==> config.mk <==
export PLATFORM = sky130hd
export DESIGN_NAME = rr_arbiter4
export DESIGN_NICKNAME = d
export VERILOG_FILES = /design/src/rtl/arb_defs.sv /design/src/rtl/decoder2to4.sv /design/src/rtl/rr_arbiter4.sv
export SDC_FILE = /design/constraint.sdc
export NUM_CORES = 1
export LEC_CHECK = 0
export CAP_MARGIN = 20
export CORE_ASPECT_RATIO = 0.75
export CORE_MARGIN = 2
export CORE_UTILIZATION = 40
export CTS_BUF_LIST = sky130_fd_sc_hd__clkbuf_4 sky130_fd_sc_hd__clkbuf_8 sky130_fd_sc_hd__clkbuf_16
export DETAILED_ROUTE_END_ITERATION = 8
export GPL_ROUTABILITY_DRIVEN = 0
export PLACE_DENSITY = 0.63
export SLEW_MARGIN = 20
export SYNTH_ARGS = -nofsm -noshare
export SYNTH_HDL_FRONTEND = slang
export SYNTH_HIERARCHICAL = 1
export SYNTH_SLANG_ARGS = --single-unit
==> constraint.sdc <==
create_clock -name clk -period 1.58 [get_ports clk]
set_input_delay 0.158 -clock clk [delete_from_list [all_inputs] [get_ports clk]]
set_output_delay 0.158 -clock clk [all_outputs]
set_load 0.05 [all_outputs]
==> src/rtl/arb_defs.sv <==
// Shared definitions for the 4-way round-robin arbiter: state encoding,
// requester count and the rotating priority search.
package arb_defs;

  localparam int NUM_REQ = 4;

  typedef enum logic {
    IDLE  = 1'b0,
    GRANT = 1'b1
  } arb_state_e;

  // First requesting index found scanning upward from ptr, modulo 4.
  function automatic logic [1:0] rr_pick(input logic [NUM_REQ-1:0] req,
                                         input logic [1:0]         ptr);
    logic [1:0] idx;
    logic       found;
    rr_pick = ptr;
    found   = 1'b0;
    for (int i = 0; i < NUM_REQ; i++) begin
      idx = ptr + 2'(i);
      if (!found && req[idx]) begin
        rr_pick = idx;
        found   = 1'b1;
      end
    end
  endfunction

endpackage

==> src/rtl/decoder2to4.sv <==
// 2-to-4 one-hot decoder with enable; output is all-zero when disabled.
module decoder2to4 (
  input  logic [1:0] inp,
  input  logic       enable,
  output logic [3:0] out
);

  always_comb begin
    out = 4'b0000;
    if (enable) out[inp] = 1'b1;
  end

endmodule

==> src/rtl/rr_arbiter4.sv <==
// Four-requester round-robin arbiter with a bounded hold time and a
// mandatory idle gap between consecutive grants.
module rr_arbiter4
  import arb_defs::*;
#(
  parameter int MAX_HOLD = 15
) (
  input  logic               clk,
  input  logic               rst,
  input  logic [NUM_REQ-1:0] req,
  output logic [NUM_REQ-1:0] gnt,
  output logic [1:0]         gnt_id,
  output logic               busy,
  output logic               timeout
);

  arb_state_e state_q, state_d;
  logic [1:0] ptr_q, ptr_d;
  logic [7:0] hold_cnt_q, hold_cnt_d;
  logic [1:0] gnt_id_q, gnt_id_d;
  logic [1:0] winner;
  logic       owner_req;
  logic       hold_limit;

  assign winner     = rr_pick(req, ptr_q);
  assign owner_req  = req[gnt_id_q];
  assign hold_limit = (hold_cnt_q == 8'(MAX_HOLD - 1));

  always_comb begin
    state_d    = state_q;
    ptr_d      = ptr_q;
    hold_cnt_d = hold_cnt_q;
    gnt_id_d   = gnt_id_q;
    timeout    = 1'b0;
    unique case (state_q)
      IDLE: begin
        if (req != '0) begin
          state_d    = GRANT;
          gnt_id_d   = winner;
          ptr_d      = winner + 2'd1;
          hold_cnt_d = 8'd0;
        end
      end
      GRANT: begin
        // Every exit goes through IDLE, which enforces the one-cycle gap.
        if (!owner_req) begin
          state_d = IDLE;
        end else if (hold_limit) begin
          state_d = IDLE;
          timeout = !rst;
        end else begin
          hold_cnt_d = hold_cnt_q + 8'd1;
        end
      end
      default: state_d = IDLE;
    endcase
  end

  always_ff @(posedge clk) begin
    if (rst) begin
      state_q    <= IDLE;
      ptr_q      <= 2'd0;
      hold_cnt_q <= 8'd0;
      gnt_id_q   <= 2'd0;
    end else begin
      state_q    <= state_d;
      ptr_q      <= ptr_d;
      hold_cnt_q <= hold_cnt_d;
      gnt_id_q   <= gnt_id_d;
    end
  end

  assign busy   = (state_q == GRANT);
  assign gnt_id = gnt_id_q;

  decoder2to4 u_dec (
    .inp    (gnt_id_q),
    .enable (state_q == GRANT),
    .out    (gnt)
  );

endmodule

-- Yosys cells after proc, flatten, opt, wreduce, memory -nomap -nowiden
Cells that the tools add are included.
- output and inout bits: 8
- bits in registers: 13
- logic and storage cells: 61
- input port bits: 6
- $lt $le $gt $ge: 6
- mux-type cells: 30
- bitwise operators: 1
- eq/ne operators: 4
- $add $sub $neg: 5
- reduce and logical (&&, ||, !) cells: 11
- operators with widths (cell ; count):
    8-bit two-way mux ; 3
    8-bit case mux with 2 select lines ; 1
    2-bit by 3-bit < comparator with 1-bit output, second input constant ; 5
    1-bit two-way mux ; 15
    1-bit binary-select mux with 2-bit select ; 5
    8-bit by 1-bit adder with 8-bit output, second input constant ; 1
    8-bit by 4-bit equality test with 1-bit output, second input constant ; 1
    2-bit two-way mux ; 3
    2-bit by 1-bit adder with 2-bit output, second input constant ; 2
    2-bit adder, second input constant ; 2
    1-bit logical AND ; 4
    1-bit zero test ; 4
    4-bit two-way mux ; 1
    2-bit inequality test, second input constant ; 2
    4-bit nonzero test ; 1
    3-bit AND reduction ; 1
    1-bit demux with 2-bit select ; 1
    2-bit by 1-bit greater-or-equal comparator with 1-bit output, second input constant ; 1
    2-bit by 1-bit inequality test with 1-bit output, second input constant ; 1
    1-bit case mux with 2 select lines ; 1
    2-bit AND reduction ; 1
    1-bit inverter ; 1

-- Depth between registers and ports, before layout
Gate-level depths: netlist (run 1).
- depth after elaboration: 13
- gate-level depth with buffers: 5
- gate-level depth less buffers: 5

-- Cells and area by module
Netlist (run 1), hierarchy kept.
- by module, submodules not included (module ; times used ; cells an instance ; sequential area each (µm²) ; area each (µm²)):
    rr_arbiter4 ; 1 ; 90 ; 260.2 ; 778.2
    decoder2to4 ; 1 ; 4 ; 0.0 ; 37.5

-- Least setup slack after synthesis (run 1)
OpenSTA, ideal clock, no wires.
- path type: register -> register
- start: register gnt_id_q[0], in the netlist gnt_id[0]
- end: register hold_cnt_q[1]
- required time: 1.518 ns
- cell stages (with the launch flop): 6
- buffers on the path: 0
- clock period less this slack: 1.940 ns
- library setup time: 0.062 ns
- path slack: -0.360 ns
- data arrival time: 1.878 ns
- cells stage by stage: dfxtp_1 -> mux4_2 -> nand2_4 -> a31oi_4 -> mux2_4 -> nor2_2
- cells in the longest elaborated chain, start to end: 4
- RTL lines (element ; RTL line ; RTL):
    start, declared ; rr_arbiter4.sv:20 ; logic [1:0] gnt_id_q, gnt_id_d;
    start signal, assigned ; rr_arbiter4.sv:69 ; gnt_id_q <= gnt_id_d;
    1-bit binary-select mux with 2-bit select ; rr_arbiter4.sv:26 ; assign owner_req = req[gnt_id_q];
    1-bit two-way mux (not written as such) ; rr_arbiter4.sv:26 ;
    2-bit by 1-bit inequality test with 1-bit output (no line) ; -- ;
    3-bit AND reduction (no line) ; -- ;
    end signal, assigned ; rr_arbiter4.sv:68 ; hold_cnt_q <= hold_cnt_d;
    end, declared ; rr_arbiter4.sv:19 ; logic [7:0] hold_cnt_q, hold_cnt_d;
No other way between the ends. The select of a mux whose other input is x is not followed.
A chain may end at the register's enable or synchronous reset.

-- Worst setup path after layout (run 1)
- start: input port req[3]
- end: output port timeout
- cells in the longest elaborated chain, start to end: 4
- RTL lines (element ; RTL line ; RTL):
    start, declared ; rr_arbiter4.sv:10 ; input logic [NUM_REQ-1:0] req,
    1-bit binary-select mux with 2-bit select ; rr_arbiter4.sv:26 ;
    1-bit two-way mux (not written as such) ; rr_arbiter4.sv:26 ;
    1-bit two-way mux ; rr_arbiter4.sv:46 ; if (!owner_req) begin
    1-bit two-way mux ; rr_arbiter4.sv:35 ; unique case (state_q)
    end, declared ; rr_arbiter4.sv:14 ; output logic timeout
No other way between the ends. The select of a mux whose other input is x is not followed.

==> results.sh, run 1 <==
export IMPL_status="finished with violations"
export IMPL_failed_checks="setup timing"
export IMPL_worstMarginPinSlew_ns=0.4506
export IMPL_layout_drive_gt1_share=0.3730
export IMPL_yosysWarnings=6
export IMPL_grt_max_degree=10
export IMPL_clock_sinks=13
export IMPL_h_tree_depth=1
export IMPL_clk_pin_slew_ns=0.08
export IMPL_layout_common_cells="16 x buf_4, 13 x nor2_1, 9 x nand2_1, 9 x dfxtp_1"
export IMPL_routedWlPerCell_um=13.04
export IMPL_grt_first_pass_wirelength_mm=3.318
export IMPL_cts_inserted_buffers=3
export IMPL_p_sw_frac=0.3316
export IMPL_vias=807
export IMPL_cp_arrival_ns=1.46
export IMPL_path_max_fanout=5
export IMPL_final_nets=135
export IMPL_grt_overflow=0
export IMPL_cts_buffer_depth=2
export IMPL_synth_area_um2=815.8
export IMPL_peakVddDrop_mv=0.6019
export IMPL_fin_ws_ns=-0.03699
export IMPL_synth_area_per_cell_um2=8.679
export IMPL_drt_iter0_drc=41
export IMPL_start_util=0.4158
export IMPL_yosysSeqAreaShare=0.3190
export IMPL_max_slew_margin=0.6974
export IMPL_hold_class="register to register"
export IMPL_timing_final_crit_share=1.023
export IMPL_syn_nets=102
export IMPL_antenna_left=0
export IMPL_critical_path_required_ns=1.42
export IMPL_dieArea_um2=2420
export IMPL_finalSetupViolCount=4
export IMPL_num_rows=14
export IMPL_cap_violations=0
export IMPL_combPwrFrac=0.336
export IMPL_clkPwrFrac=0.250
export IMPL_synthFlopType="dfxtp_1"
export IMPL_ys_ff_latch=13
export IMPL_async_flop_share=0
export IMPL_drc=0
export IMPL_cts_tree="built"
export IMPL_wirelength_mm=1.956
export IMPL_netSwitchingPower_uw=302.6
export IMPL_yosys_cell_types_count=34
export IMPL_maxSlewViolCount=0
export IMPL_die_w_um=56.15
export IMPL_max_freq_mhz=618.4
export IMPL_diodes=0
export IMPL_grt_pass1_vias=733
export IMPL_worstSetupStartpoint="req[3]"
export IMPL_dr_pass1_iters=4
export IMPL_fin_skew_ns=0.003462
export IMPL_pre_cts_ws_ns=-0.2485
export IMPL_cp_end_kind="primary output"
export IMPL_r2r_start="gnt_id[0]"
export IMPL_final_common_cell="buf_4"
export IMPL_die_y_um=43.11
export IMPL_path_class="input pin to primary output"
export IMPL_core_area_um2=1962
export IMPL_grt_use_total=0.1782
export IMPL_hpwl_mm=1.490
export IMPL_power_density_nw_per_um2=744.3
export IMPL_rsz0062_at_grt="yes"
export IMPL_final_min_clock_period_ns=1.617
export IMPL_fin_util=0.6250
export IMPL_antenna_found_initial=0
export IMPL_clk_latency_ns=0.28
export IMPL_cts_root_buf="clkbuf_4"
export IMPL_num_io_pins=14
export IMPL_syn_inst=94
export IMPL_synth_edf_count=0
export IMPL_port_buffers=13
export IMPL_hp_start="ptr_q[0]"
export IMPL_routed_via_density=5.380
export IMPL_p_total_uw=912.6
export IMPL_seq_power_share=0.415
export IMPL_critical_path_startpoint_type="input pin"
export IMPL_intPower_uw=610.0
export IMPL_hold_violations=0
export IMPL_reg2reg_slack_ns=-0.03
export IMPL_syn2layout_area_growth_pct=50.31
export IMPL_leakage_uw=0.0004621
-- final timing paths --
kind | to | cells past startpoint
worst max-delay path | timeout | 4
worst min-delay path | ptr_q[0] | 2
worst max register to register | hold_cnt_q[1] | 6
worst min register to register | ptr_q[0] | 2
-- sequential cells by signal, indices dropped and copies added, names as in the netlist --
signal,flops
hold_cnt_q,8
gnt_id,2
ptr_q,2
busy,1
-- kinds of logic after synthesis --
group           after synthesis  share of synthesized area
buf+inv                       5                    0.02301
fa+ha+maj                     2                    0.03067
flops                        13                     0.3190
xor+xnor                      7                    0.07515
simple gates                 46                     0.3267
mux                           2                    0.04600
compound gates               19                     0.1794
-- stage by stage --
step	hold WS (ns)	cells	setup TNS, ns	area (um2)
floorplan	0.2197	94	-0.05581	827.0
global placement	0.4984	142	-1.495	1125
detailed placement	0.4993	142	-1.994	1125
CTS	0.5187	147	-0.08707	1194
global route	0.5519	150	-0.2027	1226
finish	0.5102	150	-0.09848	1226
-- synth_stat cells, types with 2 or more instances --
master,instances,area share
nor4_1,2,0.015
nand2_1,9,0.041
xnor2_1,6,0.064
a21oi_1,4,0.025
nand3_1,4,0.025
o21ai_0,5,0.031
a211oi_1,2,0.018
nor2_1,13,0.060
inv_1,5,0.023
nor3_1,2,0.012
nor2b_1,3,0.023
dfxtp_1,13,0.32
and3_2,2,0.018
and3b_1,2,0.021
a311oi_1,2,0.021
ha_1,2,0.031
-- final cells by class --
type | instances | area, um2
Multi-Input combinational cell | 76 | 575.6
Clock buffer | 4 | 30.03
Sequential cell | 13 | 270.3
Inverter | 5 | 18.77
Fill cell | 168 | 735.7
Timing Repair Buffer | 28 | 301.5
Tap cell | 24 | 30.03
-- metal layers --
layer  global-route usage  share of wire  routed length, um  vias to the layer above
li1                     -              -                  -                      405
met1               0.2398           0.46                898                      366
met2               0.2659           0.45                877                       34
met3              0.06402          0.080                157                        2
met4              0.05714          0.011                 22                        0
met5                    0              0                  0                        -
-- power by group through the flow --
stage	Clock [uW]	Combinational, uW	Sequential (uW)
4_1_cts	239	304	378
3_3_place_gp	0	285	383
5_1_grt	251	328	383
6_report	228	306	378
2_1_floorplan	0	131	411
3_5_place_dp	0	289	384
-- critical path, stage by stage --
cell             delay, ns
clkdlybuf4s50_1       0.47
mux4_2                0.51
and3_4                0.17
buf_6                 0.15
-- repair_timing --
action / in CTS / in global routing
buffers inserted: 1 / 3
hold buffers: 0 / 0
gates resized for setup: 8 / 4
pin swaps: 0 / 0
setup endpoints to repair: 1 / 7
No activity file was read; power rests on OpenSTA's default activity.
==> run 2: changes to the inputs <==
--- a/config.mk
+++ b/config.mk
@@ -7,11 +7,12 @@
 export LEC_CHECK = 0
 export CAP_MARGIN = 20
 export CORE_ASPECT_RATIO = 0.75
-export CORE_MARGIN = 2
+export CORE_MARGIN = 1
 export CORE_UTILIZATION = 40
 export CTS_BUF_LIST = sky130_fd_sc_hd__clkbuf_4 sky130_fd_sc_hd__clkbuf_8 sky130_fd_sc_hd__clkbuf_16
 export DETAILED_ROUTE_END_ITERATION = 8
 export GPL_ROUTABILITY_DRIVEN = 0
+export GPL_TIMING_DRIVEN = 0
 export PLACE_DENSITY = 0.63
 export SLEW_MARGIN = 20
 export SYNTH_ARGS = -nofsm -noshare
==> run 2 against run 1 <==
Net effect:
- the run still ends with setup timing left
- routed wire length decreased by 1.4%
- sequential share of layout area increased by 1.5 points
- worst hold slack gained 0.012 ns
- highest routed layer unchanged
- global-route usage is 0.88 points higher
- final cell count fell by 6.0%
- count of clock-buffer cells in the layout is the same
==> results.sh, run 2 (synthesized netlist as in run 1, its figures left out) <==
export IMPL_rr_worst_depth=6
export IMPL_clock_sinks=13
export IMPL_vias=775
export IMPL_fin_skew_ns=0.001362
export IMPL_hpwl_mm=1.291
export IMPL_max_slew_margin=0.6844
export IMPL_crit_chain="clkdlybuf4s50_1 -> mux4_2 -> and3_4 -> buf_6"
export IMPL_slowest_delay_ns=0.50
export IMPL_die_y_um=41.11
export IMPL_diodes=0
export IMPL_critical_path_startpoint_type="input pin"
export IMPL_clk_latency_ns=0.28
export IMPL_cts_root_buf="clkbuf_4"
export IMPL_clk_pin_slew_ns=0.08
export IMPL_critical_path_required_ns=1.42
export IMPL_drt_iter0_drc=29
export IMPL_cts_buffer_depth=2
export IMPL_cap_violations=0
export IMPL_top_register="hold_cnt_q"
export IMPL_dr_pass1_iters=4
export IMPL_die_w_um=54.15
export IMPL_r2r_start="gnt_id[0]"
export IMPL_timing_final_crit_share=1.027
export IMPL_max_freq_mhz=616.4
export IMPL_routedWlPerCell_um=13.67
export IMPL_layout_drive_gt1_share=0.3529
export IMPL_grt_first_pass_wirelength_mm=2.787
export IMPL_routed_via_density=5.496
export IMPL_final_nets=128
export IMPL_failed_checks="setup timing"
export IMPL_holdWs_ns=0.5227
export IMPL_final_seq_area_um2=269.0
export IMPL_cts_inserted_buffers=3
export IMPL_maxSlewViolCount=0
export IMPL_drc=0
export IMPL_cp_arrival_ns=1.46
export IMPL_num_rows=13
export IMPL_worstMarginPinSlew_ns=0.4699
export IMPL_pre_cts_ws_ns=-0.6852
export IMPL_setup_tns_ns=-0.07045
export IMPL_h_tree_depth=1
export IMPL_layout_common_cells="12 x nor2_1, 9 x nand2_1, 8 x dfxtp_1"
export IMPL_status="finished with violations"
export IMPL_peakVddDrop_mv=0.5013
export IMPL_design_area_um2=1144
export IMPL_cts_hold_buf=0
export IMPL_slowest_stage="mux4_2"
export IMPL_min_path_cells=2
export IMPL_rsz0062_at_grt="yes"
export IMPL_multiInputGateArea_um2=594.3
export IMPL_wirelength_mm=1.928
export IMPL_crit_family="buffers and inverters"
export IMPL_final_common_cell="nor2_1"
export IMPL_min_to="gnt_id[1]"
export IMPL_hold_violations=0
export IMPL_port_buffers=13
export IMPL_cts_tree="built"
export IMPL_path_max_fanout=5
export IMPL_dieArea_um2=2226
export IMPL_leakage_uw=0.0004233
export IMPL_hp_start="gnt_id[1]"
export IMPL_cp_end_kind="primary output"
export IMPL_p_total_uw=875.2
export IMPL_path_class="input pin to primary output"
export IMPL_r2r_end="hold_cnt_q[1]"
export IMPL_hold_class="register to register"
export IMPL_nFillCells=166
export IMPL_grt_pass1_vias=606
export IMPL_fin_ws_ns=-0.04220
export IMPL_antenna_found_initial=0
export IMPL_grt_max_degree=10
export IMPL_antenna_left=0
export IMPL_placed_area_um2=984.7
export IMPL_finalSetupViolCount=2
export IMPL_largest_register_ffs=8
export IMPL_num_io_pins=14
export IMPL_path_buf_inv=2
export IMPL_start_util=0.4478
export IMPL_grt_use_total=0.1871
export IMPL_syn2layout_area_growth_pct=40.18
export IMPL_grt_overflow=0
export IMPL_power_density_nw_per_um2=765.3
export IMPL_final_min_clock_period_ns=1.622
export IMPL_reg2reg_slack_ns=-0.02
export IMPL_core_area_um2=1822
run 2: cell types whose count changed in the layout (fill, tap and decap cells not counted), moves of 2 or more:
cell,before,now
buf_12,6,0
dfxtp_2,2,4
buf_4,16,5
clkdlybuf4s50_1,5,2
clkdlybuf4s15_2,0,4
dlygate4sd2_1,0,5
buf_6,1,4
run 2: worst max-delay path by stage:
stage | slack [ns] | start | depth (start not counted) | end
after CTS | -0.08 | gnt_id[0] | 3 | timeout
final | -0.04 | req[1] | 4 | timeout
after floorplan | -0.06 | gnt_id[0] | 5 | hold_cnt_q[1]
after detailed placement | -0.69 | req[3] | 4 | timeout
after global routing | -0.08 | gnt_id[0] | 3 | timeout
after global placement | -0.68 | req[3] | 4 | timeout
run 2: final cells by class:
| class | count | area share |
|---|---|---|
| inverters | 5 | 0.01641 |
| flip-flops and latches | 13 | 0.2352 |
| multi-input cells | 76 | 0.5197 |
| well taps | 22 | 0.02407 |
| repair buffers | 21 | 0.1783 |
| clock buffers | 4 | 0.02626 |
run 2: worst register-to-register path, stage by stage, from the launching register on:
cell and delay (ns):
dfxtp_4 0.36, mux4_2 0.51, buf_6 0.15, nand2_8 0.09
a31oi_4 0.05, mux2_4 0.32, nor2_2 0.07
run 2: repair_timing:
action                                 CTS  global route
endpoints found under the hold margin    0             0
setup endpoints to repair               10             8
resized for setup                       30            13
pin swaps                                0             1
setup buffers                            5             3
run 2: layer usage:
layer	vias to the layer above	global-route usage	routed length, um
met5	-	0	0
met4	0	0.01923	7
met3	2	0.06667	103
met2	22	0.2835	863
met1	367	0.2603	954
li1	384	-	-
run 2: report_power, final:
| group | internal [uW] | switching (uW) | leakage, uW | total (uW) |
|---|---|---|---|---|
| clock | 115 | 112 | 0.0000184 | 227 |
| combinational | 113 | 156 | 0.000297 | 269 |
| sequential | 348 | 30.6 | 0.000108 | 379 |
| total | 576 | 299 | 0.000423 | 875 |
run 2: metrics by stage:
step,cells,utilization
floorplan,94,-
global placement,129,0.5405
detailed placement,129,0.5405
CTS,138,0.5927
global route,141,0.6277
finish,141,0.6277
==> run 3: changes to the inputs <==
--- a/config.mk
+++ b/config.mk
@@ -13,9 +13,8 @@
 export DETAILED_ROUTE_END_ITERATION = 8
 export GPL_ROUTABILITY_DRIVEN = 0
 export GPL_TIMING_DRIVEN = 0
-export PLACE_DENSITY = 0.63
+export PLACE_DENSITY = 0.61
 export SLEW_MARGIN = 20
 export SYNTH_ARGS = -nofsm -noshare
 export SYNTH_HDL_FRONTEND = slang
-export SYNTH_HIERARCHICAL = 1
 export SYNTH_SLANG_ARGS = --single-unit
==> constraint.sdc (replaced) <==
create_clock -name clk -period 1.95 [get_ports clk]
set_input_delay 0.195 -clock clk [delete_from_list [all_inputs] [get_ports clk]]
set_output_delay 0.195 -clock clk [all_outputs]
set_load 0.05 [all_outputs]
==> run 3 against run 2 <==
Net effect:
- the flow now finishes without violations
- combinational power shrank 27%
- sequential cell count did not move
- global-route usage is 0.44 points lower
- via count shrank 14%
- register-to-register slack better by 0.25 ns
- total power down 21%
- synthesized cell count shrank 5.3%
- critical endpoint unchanged
==> results.sh, run 3 <==
export IMPL_cts_buffer_depth=2
export IMPL_fin_cells=129
export IMPL_num_rows=13
export IMPL_start_util=0.4313
export IMPL_synthSimpleGateAreaFrac=0.3333
export IMPL_grt_max_degree=10
export IMPL_cts_tree="built"
export IMPL_grt_pass1_vias=589
export IMPL_ys_ff_latch=13
export IMPL_grt_first_pass_wirelength_mm=2.622
export IMPL_max_slew_margin=0.6673
export IMPL_fin_ws_ns=0.008335
export IMPL_async_flop_share=0
export IMPL_routedWlPerCell_um=12.67
export IMPL_grt_use_total=0.1827
export IMPL_clk_latency_ns=0.28
export IMPL_slowest_delay_ns=0.51
export IMPL_layout_drive_gt1_share=0.1963
export IMPL_dr_pass1_iters=4
export IMPL_synth_area_um2=750.7
export IMPL_critical_path_startpoint_type="register"
export IMPL_cap_violations=0
export IMPL_slowest_stage="mux4_2"
export IMPL_drc=0
export IMPL_cp_arrival_ns=1.75
export IMPL_pre_cts_ws_ns=-0.5974
export IMPL_num_io_pins=14
export IMPL_r2r_start="hold_cnt_q[4]"
export IMPL_syn_inst=89
export IMPL_grt_overflow=0
export IMPL_synth_adder_area_share=0.03333
export IMPL_final_min_clock_period_ns=1.942
export IMPL_die_y_um=39.52
export IMPL_muxShareOfSynthArea=0.05000
export IMPL_vias=666
export IMPL_hpwl_mm=1.176
export IMPL_final_common_cell="nor2_1"
export IMPL_yosysWarnings=0
export IMPL_p_total_uw=689.6
export IMPL_diodes=0
export IMPL_largest_register_ffs=8
export IMPL_final_nets=116
export IMPL_dieArea_um2=2056
export IMPL_wirelength_mm=1.634
export IMPL_port_buffers=12
export IMPL_syn2layout_area_growth_pct=27.67
export IMPL_worstMarginPinSlew_ns=0.4983
export IMPL_hold_class="input pin to register"
export IMPL_synth_area_per_cell_um2=8.435
export IMPL_rsz0062_at_grt="yes"
export IMPL_yosys_area_top_type="dfxtp_1"
export IMPL_yosys_cell_types_count=32
export IMPL_synth_compound_area_frac=0.1183
export IMPL_crit_chain="mux4_2 -> and2_4 -> buf_6 -> nor3b_4 -> buf_6"
export IMPL_layout_common_cells="13 x nor2_1, 12 x dfxtp_1, 11 x nand2_1"
export IMPL_path_class="register to primary output"
export IMPL_power_density_nw_per_um2=719.5
export IMPL_cts_root_buf="clkbuf_4"
export IMPL_nFillCells=166
export IMPL_synth_edf_count=0
export IMPL_hp_start="rst"
export IMPL_maxSlewViolCount=0
export IMPL_clk_pin_slew_ns=0.08
export IMPL_fin_skew_ns=0.001993
export IMPL_clock_sinks=13
export IMPL_critical_path_required_ns=1.75
export IMPL_h_tree_depth=1
export IMPL_top_register="hold_cnt_q"
export IMPL_max_freq_mhz=515.0
export IMPL_core_area_um2=1740
export IMPL_peakVddDrop_mv=0.3948
export IMPL_hold_violations=0
export IMPL_yosys_top_cells_count="13 x dfxtp_1, 13 x nor2_1, 11 x nand2_1, 6 x a21oi_1, 5 x nand3_1"
export IMPL_synth_top_family_by_area="simple AND/OR/NAND/NOR gates"
export IMPL_drt_iter0_drc=6
export IMPL_leakage_uw=0.0004188
export IMPL_crit_path_frequent_cell="buf_6"
export IMPL_finalSetupViolCount=0
export IMPL_synth_xor_area_frac=0.08167
export IMPL_status="finished, final reports clean"
export IMPL_syn_nets=97
export IMPL_antenna_found_initial=0
export IMPL_synthFlopType="dfxtp_1"
export IMPL_worstSetupStartpoint="gnt_id[0]"
export IMPL_cts_inserted_buffers=3
export IMPL_antenna_left=0
export IMPL_routed_via_density=5.163
export IMPL_die_w_um=52.03
export IMPL_timing_final_crit_share=0.9957
export IMPL_synthTopCellsByArea="dfxtp_1 35%, nor2_1 6.5%, nand2_1 5.5%"
export IMPL_path_max_fanout=7
export IMPL_cp_end_kind="primary output"
export IMPL_cts_hold_buf=0
export IMPL_reg2reg_slack_ns=0.23
export IMPL_dp_cells=123
export IMPL_synth_top_cell_area_share=0.3467
export IMPL_yosysSeqAreaShare=0.3467
==> run 3: critical path: cells and delay by family, from the launching register on <==
family	cells	cell delay [ns]
buf+inv	2	0.28
mux	1	0.51
simple gates	2	0.31
flops	1	0.36
==> run 3: where the power goes <==
group / internal (uW) / switching, uW / total (uW)
Combinational: 78.0 / 118 / 196
Sequential: 283 / 23.5 / 306
Clock: 93.3 / 94.2 / 188
Total: 454 / 236 / 690
==> run 3: path summary, 6_finish.rpt <==
| kind | to | depth (start not counted) |
|---|---|---|
| worst min register to register | hold_cnt_q[0] | 2 |
| worst max-delay path | timeout | 5 |
| worst max register to register | hold_cnt_q[1] | 6 |
| worst min-delay path | hold_cnt_q[1] | 2 |
==> run 3: cell type report <==
class	instances	area, um2	share of cell area
plain buffers	2	16.27	0.01697
well taps	22	27.53	0.02872
multi-input cells	71	479.2	0.5000
clock buffers	4	30.03	0.03133
repair buffers	14	130.1	0.1358
flip-flops and latches	13	264.0	0.2755
inverters	3	11.26	0.01175
==> run 3: logic make-up after synthesis <==
group | count (synthesis)
AOI/OAI and AO/OA | 13
xor gates and xnor gates | 7
buffers and inverters | 5
muxes | 2
and+or+nand+nor | 47
DFF | 13
adders and majority gates | 2
==> run 3: through the flow <==
step	area, um2	util	TNS, ns	hold WS [ns]
after floorplan	768.2	-	-0.01723	0.4693
after global placement	915.9	0.5262	-0.6725	0.4983
after detailed placement	915.9	0.5262	-0.6863	0.5080
after CTS	948.4	0.5449	-0.003606	0.2169
after global routing	958.4	0.5507	-0.04849	0.2275
final	958.4	0.5507	0	0.2266
==> run 3: metal layers <==
layer	share of wire	global-route usage
met5	0	0
met4	0	0
met3	0.039	0.08140
met2	0.41	0.2788
met1	0.55	0.2477
==> run 3: repair_timing <==
action,4_1_cts,5_1_grt
buffers inserted,1,1
setup endpoints to repair,4,2
pin swaps,1,1
resized for setup,15,1
==> variant: new RTL, config.mk and constraints of run 2 <==
Change the parameter `MAX_HOLD` from 15 to 14.
--- a/src/rtl/rr_arbiter4.sv
+++ b/src/rtl/rr_arbiter4.sv
@@ -5,3 +5,3 @@
 #(
-  parameter int MAX_HOLD = 15
+  parameter int MAX_HOLD = 14
 ) (
Formal check against the unedited RTL: same outputs for any inputs over 10 cycles, from zero or initial values and one cycle with rst high; that may be too few to reach the edited logic, so the function may still have changed.
==> variant against run 2 <==
- the run still ends with setup timing left
- sequential share of layout area up 1.7 points
- sequential power about the same
- power fell by 3.6%
- critical path depth did not move
- routed wire length down 8.8%
- worst setup slack worse by 0.059 ns
- final area shrank 6.8%
- via count down 4.9%
- area after synthesis grew 1.7%
- sequential cell count did not move
- highest routed layer is now met3
==> variant: results (changes against run 2) <==
Status
  • Run status: finished with violations
  • Failing checks: setup timing

Logic synthesis
  • Share of synthesized registers carrying an async set or reset: 0 (unchanged)
  • Synth warnings: 6 (unchanged)
  • Top cells by instance count after synthesis: 14 x nor2_1, 13 x dfxtp_1, 11 x nand2_1
  • Number of unique standard cell types used by synthesis: 34 (unchanged)
  • Leading cell types by total area after synthesis: dfxtp_1 31%, nor2_1 6.3%, xnor2_1 6.3%, nand2_1 5.0%, ha_1 3.0%
  • Post-Synthesis Net Count: 105 (+2.9%)
  • Fraction of the yosys area taken by sequential cells: 0.3137 (-0.005293)

CTS
  • Maximum count of clock buffers along a single path: 2 (unchanged)
  • Clock insertion delay at the later pin of the skew report: 0.28 ns (about the same)
  • Max H-tree Level: 1 (unchanged)
  • Number of buffers inserted during clock tree synthesis: 3 (unchanged)
  • Clk slew on worst S/H paths: 0.07 ns
  • Root cell of the clock tree: clkbuf_4

Hold path
  • Worst min-delay path class: primary input to register

Cells and area
  • Fraction of final layout cells sized beyond drive strength 1: 0.2807 (-0.07224)
  • Number of antenna cells inserted: 0 (unchanged)
  • Number of nets in the finished design: 123 (-3.9%)
  • Register ranked first by flip-flop count: hold_cnt_q
  • Number of flip-flops in the largest register: 8 (unchanged)

Setup path
  • Critical path data arrival time: 1.52 ns (+0.06 ns)
  • Maximum fanout along the worst path: 5 (unchanged)

Power
  • Sequential Power: 379 uW (about the same)
  • Worst VDD drop: 382.3 uV (-24%)
  • Switching power of the nets: 286.5 uW (-4.2%)
  • P_leak: 0.0003983 uW (-5.9%)
  • Fraction of power consumed by the clock network: 0.267 (+0.007)
  • Design Power: 843.5 uW (-3.6%)

Detailed routing
  • 1st-pass router iterations: 4 (unchanged)
  • Total vias in the final route: 737 (-4.9%)
  • Number of remaining DRC errors: 0 (unchanged)
  • Routed wirelength normalized by instance count: 12.93 um (-5.4%)
  • DR iter-0 viols: 15 (-48%)

Global route
  • Number of global-route vias before repair: 649 (+7.1%)
  • Wire length of the first global-routing pass: 2911 um (+4.4%)
  • Global routing usage summed across all routing layers: 0.1778 (-0.009289)
  • Pin count of the biggest net entering global routing: 10 (unchanged)
  • Overflow left after global routing: 0 (unchanged)

Timing
  • Worst rel slew slack: 0.6771 (-0.007242)
  • Setup_tns: -0.1078 ns (-0.03735 ns)
  • Final clock skew: 0.006162 ns (+0.004799 ns)
  • Final setup fails: 2 (unchanged)
  • Final critical-path setup slack: -0.1010 ns (-0.05884 ns)

Place
  • HPWL reported at the end of detailed placement: 1336 um (+3.5%)
  • Number of buffers added on ports: 12 (-1)
  • Post-Place Cell Area: 988.4 sq um (+0.38%)

Run
  • Maximum capacitance violations: 0 (unchanged)
==> variant: logic make-up (layout without fill, tap and decap cells) <==
family,Yosys count,count (layout),share of synthesized area
flops,13,13,0.3137
buf+inv,6,23,0.03469
simple gates,48,48,0.3288
xor+xnor,7,7,0.07391
compound gates,19,19,0.1734
mux,2,2,0.04524
fa+ha+maj,2,2,0.03016
==> variant: per-layer routing <==
layer | wire length (um) | part of all wire | track usage
met1 | 962 | 0.55 | 0.2701
met2 | 716 | 0.41 | 0.2361
met3 | 80 | 0.045 | 0.07692
met4 | 0 | 0 | 0.01538
met5 | 0 | 0 | 0
==> variant: repair_timing <==
item	4_1_cts	5_1_grt
pin swaps	1	0
resized for setup	27	10
hold buffers	0	0
endpoints found under the hold margin	0	0
endpoints found under the setup margin	10	11
setup buffers	0	1
==> variant: final timing paths <==
check	from	to	slack, ns	cells past startpoint
setup / recovery	req[1]	timeout	-0.10	4
hold / removal	rst	hold_cnt_q[1]	0.25	2
setup reg to reg	gnt_id[0]	hold_cnt_q[1]	0.01	5
hold reg to reg	gnt_id[1]	gnt_id[1]	0.52	2
==> variant: metrics by stage <==
stage          cells  utilization  worst slack [ns]
5_1_grt          136       0.5800           -0.1408
6_report         136       0.5800           -0.1010
3_3_place_gp     131       0.5378           -0.6837
2_1_floorplan     97            -          -0.05608
4_1_cts          135       0.5630           -0.1344
3_5_place_dp     131       0.5378           -0.6903
==> variant: layout make-up <==
class | instances | area [sq um]
inverter | 5 | 18.77
clock buffer | 4 | 30.03
sequential | 13 | 269.0
buffer | 1 | 10.01
multi-input combinational | 78 | 581.8
timing repair buffer | 13 | 128.9
fill | 177 | 772.0
tap | 22 | 27.53
==> variant: worst max-delay path, stage by stage <==
cell and delay (ns):
clkdlybuf4s50_1 0.51, mux4_2 0.54, and3_4 0.17, buf_6 0.14
